[config.mk]
export PLATFORM = sky130hd
export DESIGN_NAME = sine_rom_arbiter
export DESIGN_NICKNAME = d
export VERILOG_FILES = /design/src/rtl/sine_rom_arb_pkg.sv /design/src/rtl/sine_rom_arbiter_rsp_pipe.sv /design/src/rtl/sine_rom_arbiter.sv
export SDC_FILE = /design/constraint.sdc
export NUM_CORES = 1
export LEC_CHECK = 0
export CORE_MARGIN = 5
export CORE_UTILIZATION = 41
export CTS_BUF_LIST = sky130_fd_sc_hd__clkbuf_16
export CTS_CLUSTER_SIZE = 40
export DETAILED_ROUTE_END_ITERATION = 12
export PLACE_DENSITY = 0.95
export SYNTH_ARGS = -nofsm -noshare
export SYNTH_HDL_FRONTEND = slang
export SYNTH_SLANG_ARGS = --single-unit
[constraint.sdc]
create_clock -name i_clk -period 2.6 [get_ports i_clk]
set_input_delay 0.78 -clock i_clk [delete_from_list [all_inputs] [get_ports i_clk]]
set_output_delay 0.78 -clock i_clk [all_outputs]
set_load 0.01 [all_outputs]
[src/rtl/sine_rom_arb_pkg.sv]
// sine_rom_arb_pkg: shared widths, requester id type and pipeline entry for sine_rom_arbiter
package sine_rom_arb_pkg;
  localparam int ADDR_W = 10;
  localparam int DATA_W = 10;
  localparam int N_REQ  = 2;
  typedef logic req_id_t;
  typedef struct packed {
    logic    v;
    req_id_t id;
  } pipe_ent_t;
  function automatic logic [N_REQ-1:0] id_onehot(input req_id_t id);
    return N_REQ'(1) << id;
  endfunction
endpackage

[src/rtl/sine_rom_arbiter_rsp_pipe.sv]
// rsp_pipe: DEPTH-stage (valid, id) delay line matching the ROM read latency
//   clk, rst_n : clock, asynchronous active-low reset (clears all valids)
//   in         : entry entering the line this cycle
//   out        : entry leaving the line, DEPTH cycles later
module rsp_pipe
  import sine_rom_arb_pkg::*;
#(
  parameter int DEPTH = 2
) (
  input  logic      clk,
  input  logic      rst_n,
  input  pipe_ent_t in,
  output pipe_ent_t out
);
  pipe_ent_t [DEPTH-1:0] stg;
  always_ff @(posedge clk or negedge rst_n)
    if (!rst_n) stg <= '0;
    else begin
      stg[0] <= in;
      for (int i = 1; i < DEPTH; i++) stg[i] <= stg[i-1];
    end
  assign out = stg[DEPTH-1];
endmodule

[src/rtl/sine_rom_arbiter.sv]
// sine_rom_arbiter: two-requester round-robin front end for an external sine table ROM
//   i_clk, i_arst_n   : clock, asynchronous active-low reset
//   i_req_valid       : per-requester request valid
//   o_req_ready       : combinational one-hot (or zero) grant
//   i_req_addr0/1     : requested ROM addresses
//   o_rom_address     : address to the external ROM, updated on handshake
//   i_rom_q           : ROM data, valid ROM_LATENCY cycles after o_rom_address
//   o_rsp_valid       : one-cycle per-requester response strobe, ROM_LATENCY+1 after handshake
//   o_rsp_data        : ROM word for the strobed requester, held otherwise
//   o_grantCount0/1   : saturating grant counters, present only with SINE_ROM_ARB_STATS_EN
module sine_rom_arbiter
  import sine_rom_arb_pkg::*;
#(
  parameter int ROM_LATENCY = 2
) (
  input  logic              i_clk,
  input  logic              i_arst_n,
  input  logic [N_REQ-1:0]  i_req_valid,
  output logic [N_REQ-1:0]  o_req_ready,
  input  logic [ADDR_W-1:0] i_req_addr0,
  input  logic [ADDR_W-1:0] i_req_addr1,
  output logic [N_REQ-1:0]  o_rsp_valid,
  output logic [DATA_W-1:0] o_rsp_data,
  output logic [ADDR_W-1:0] o_rom_address,
  input  logic [DATA_W-1:0] i_rom_q
`ifdef SINE_ROM_ARB_STATS_EN
  ,
  output logic [15:0]       o_grantCount0,
  output logic [15:0]       o_grantCount1
`endif
);
  req_id_t   last;
  logic      hs;
  req_id_t   gid;
  pipe_ent_t iss, rsp;
  // On a tie the requester that was not granted last wins
  always_comb begin
    o_req_ready = !i_arst_n ? '0 : &i_req_valid ? (last ? 2'b01 : 2'b10) : i_req_valid;
    hs = |(i_req_valid & o_req_ready);
    gid = o_req_ready[1];
  end
  // iss marks the cycle o_rom_address carries a fresh grant; the pipe then
  // spans the ROM read so its output lines up with i_rom_q
  always_ff @(posedge i_clk or negedge i_arst_n)
    if (!i_arst_n) begin
      last <= 1'b1;
      o_rom_address <= '0;
      iss <= '0;
    end else begin
      last <= hs ? gid : last;
      o_rom_address <= hs ? (gid ? i_req_addr1 : i_req_addr0) : o_rom_address;
      iss <= '{v: hs, id: gid};
    end
  rsp_pipe #(.DEPTH(ROM_LATENCY)) u_pipe (
    .clk  (i_clk),
    .rst_n(i_arst_n),
    .in   (iss),
    .out  (rsp)
  );
  always_ff @(posedge i_clk or negedge i_arst_n)
    if (!i_arst_n) begin
      o_rsp_valid <= '0;
      o_rsp_data <= '0;
    end else begin
      o_rsp_valid <= rsp.v ? id_onehot(rsp.id) : '0;
      o_rsp_data <= rsp.v ? i_rom_q : o_rsp_data;
    end
`ifdef SINE_ROM_ARB_STATS_EN
  always_ff @(posedge i_clk or negedge i_arst_n)
    if (!i_arst_n) begin
      o_grantCount0 <= '0;
      o_grantCount1 <= '0;
    end else begin
      if (hs && !gid && o_grantCount0 != 16'hFFFF) o_grantCount0 <= o_grantCount0 + 16'd1;
      if (hs && gid && o_grantCount1 != 16'hFFFF) o_grantCount1 <= o_grantCount1 + 16'd1;
    end
`endif
endmodule

==> impl_results.md <==
* CP top delay family: buffers and inverters
* Fin nets at 174
* Setup violators final at 0
* DR pass1 iterations at 4
* Diode count at 0
* Post-CTS setup buffers at 0
* H-tree Lvls at 2
* Finished Layout Cells at roughly 170
* Total GRT Usage at 17.3%
* CP cell instances: clkdlybuf4s50_1 > and2_4 > a21boi_4 > buf_2
* WL per Instance at 16.7 um
* Netlist cell types at 17
* CP endpoint kind: primary output
* DRT iter0 DRCs at 17
* TritonCTS clock tree: built
* Crit share post-route at 98.4%
* Die Y at 62.1 um
* Slew headroom at 56.3%
* Placed wire-length estimate at 2190 um
* Vias at 861
* Initial antenna violation count at 0
* Worst hold slack at 0.351 ns
* Maximum clock frequency at 391 MHz
* Vias in the first global route at 1000
* Area growth syn-to-layout at 67.2%
* Leak at roughly 0.82 nW
* Post-DRT Antenna Nets at 0
* Boundary Pins at 58
* Buf/Inv on CP at 2
* Clk root buf: clkbuf_16
* Mapped Nets at 108
* Clk slew on worst S/H paths at 0.05 ns
* Syn avg cell area at 15.0 um2
* Overflow after GRT at 0
* Fill cells at 170
* Final Hold Fails at 0
* Routed WL at around 2900 um
* Share of cells above drive strength 1 at 14.9%
* Reg area at 727 um2
* Final GP Congestion at 0.682
* Starting Density at 43.7%
* Placed cell areas at 0.00173 mm2
* CP Launch Type: input port
* Max Clock Skew at 0.00414 ns
* Outcome: finished, final reports clean
* Worst EP required at 1.82 ns
* Multi-input gate area at between 300 and 400 um2
* RSZ-0062 raised after global routing: false
* Worst-Skew Late Latency at around 0.26 ns
* Critical Path AT at 1.78 ns
* Maximum VDD drop at 0.563 mV
* Final Slew Violations at 0
* Vias per inst at between 5 and 6
* Hold Path Class: reg2reg
* Num CTS Buffers at 5
* Maximum buffer depth of the clock tree at 2
* Remaining DRCs at 0
* Max FO, Critical Path at 2
* Number of port buffers at 57
* Die Width at 62.1 um
* Setup tns final at 0 ns
* Worst-Margin Slew at ~0.65 ns
* Max Cap Viol at 0
* Largest stage delay on the critical path at 0.50 ns
* YS warnings at 0
* Global-route wire length before repair at ~4500 um
* Final Cell Area at around 0.0019 mm2
* Critical path's slowest cell: clkdlybuf4s50_1
* CP Class: in2out
* Post-Place Cells at 163
* PwrDens at 713 mW/mm2
* Post-synthesis sequential area ratio at 65.4%
* CTS Sinks at 29
* Flops & latches, synth at 29
* Area of the core at 0.00254 mm2
* Rows at 18
* Post-layout minimum cycle time at about 2.6 ns
* Mapped Cells at 74
* Synthesized area at 0.00111 mm2
* Die footprint at 0.00385 mm2
* Largest net degree at the start of global routing at 29
worst reg2reg max path: stages (launching register included):
cell and delay, ns:
dfstp_2 0.59, a21boi_4 0.07, buf_4 0.17, a221o_1 0.36
power by group:
part	leakage, nW	switching, W	internal [W]
Clock	0.0776	0.000164	0.000341
Sequential	0.354	0.0000334	0.000512
Combinational	0.393	0.0000976	0.000177
Total	0.824	0.000295	0.00103
layout make-up:
type | count | share of cell area (%)
Multi-Input combinational cell | 39 | 18.6
Inverter | 2 | 0.404
Clock inverter | 3 | 0.606
Tap cell | 30 | 2.02
Timing Repair Buffer | 63 | 32.5
Sequential cell | 29 | 39.1
Clock buffer | 5 | 6.73
repair_timing:
item                                    in CTS  in global routing
endpoints found under the setup margin       2                  0
hold buffers                                 0                  0
gates resized for setup                      9                  0
placed cells by master (no fill, tap or decap):
master,Yosys,routed
a21boi_2,1,1
a21boi_4,1,1
a21oi_1,1,1
a221o_1,10,10
and2_1,12,12
and2_4,1,1
buf_2,1,2
buf_4,0,6
clkbuf_16,0,5
clkdlybuf4s50_1,0,54
dfrtp_1,28,28
dfstp_2,1,1
dlygate4sd2_1,0,1
inv_1,2,5
mux2_1,6,6
mux2_2,4,4
nor2_1,1,1
nor2b_1,1,1
o21ai_1,1,1
metrics by stage:
stage               setup slack (ns)  total power (W)  util [%]
finish                        0.0427          0.00132      73.1
global route                 0.00179          0.00139      73.1
CTS                           0.0379          0.00134      73.1
detailed placement            -0.409         0.000830      68.1
global placement              -0.401         0.000818      68.1
floorplan                      0.604         0.000646         -
path summary, 6_finish.rpt:
check | cells after the start | to | slack (ns) | startpoint
min in group asynchronous | 2 | o_rom_address[0]$_DFFE_PN0P_ | 0.60 | i_arst_n
hold / removal | 0 | u_pipe.stg[1]$_DFF_PN0_ | 0.35 | iss[1]$_DFF_PN0_
max in group asynchronous | 2 | last$_DFFE_PN1P_ | 1.57 | i_arst_n
setup reg to reg | 3 | o_rom_address[7]$_DFFE_PN0P_ | 1.29 | last$_DFFE_PN1P_
setup / recovery | 4 | o_req_ready[1] | 0.04 | i_req_valid[1]
hold reg to reg | 0 | u_pipe.stg[1]$_DFF_PN0_ | 0.35 | iss[1]$_DFF_PN0_
per-layer routing:
metal / GRT usage, % / up-vias / part of all wire [%]
met4: 9.09 / 0 / 1.6
li1: - / 398 / -
met5: 0 / - / 0
met1: 17.2 / 402 / 34
met3: 7.02 / 5 / 14
met2: 30.5 / 56 / 50
synth_stat cells:
library cell | n | area (um2)
buf_2 | 1 | 5.00
o21ai_1 | 1 | 5.00
a221o_1 | 10 | 100
buf_6 | 2 | 22.5
a21oi_1 | 1 | 5.00
mux2_1 | 6 | 67.6
dfstp_2 | 1 | 26.3
a21boi_2 | 1 | 11.3
and2_4 | 1 | 8.76
mux2_2 | 4 | 45.0
nor2_1 | 1 | 3.75
clkbuf_1 | 1 | 3.75
nor2b_1 | 1 | 6.26
dfrtp_1 | 28 | 701
inv_1 | 2 | 7.51
and2_1 | 12 | 75.1
a21boi_4 | 1 | 18.8
logic make-up after synthesis:
family,count (synthesis),share of synthesized area [%]
AO/OA/AOI/OAI,14,12.6
buffers and inverters,6,3.49
flip-flops,29,65.4
multiplexers,10,10.1
AND/OR/NAND/NOR,15,8.44
registers in the layout, summed over array words and instances (netlist names):
register / flops
iss: 2
last: 1
o_rom_address: 10
o_rsp_data: 10
o_rsp_valid: 2
u_pipe.out: 2
u_pipe.stg: 2
No activity file was read; power rests on OpenSTA's default activity.
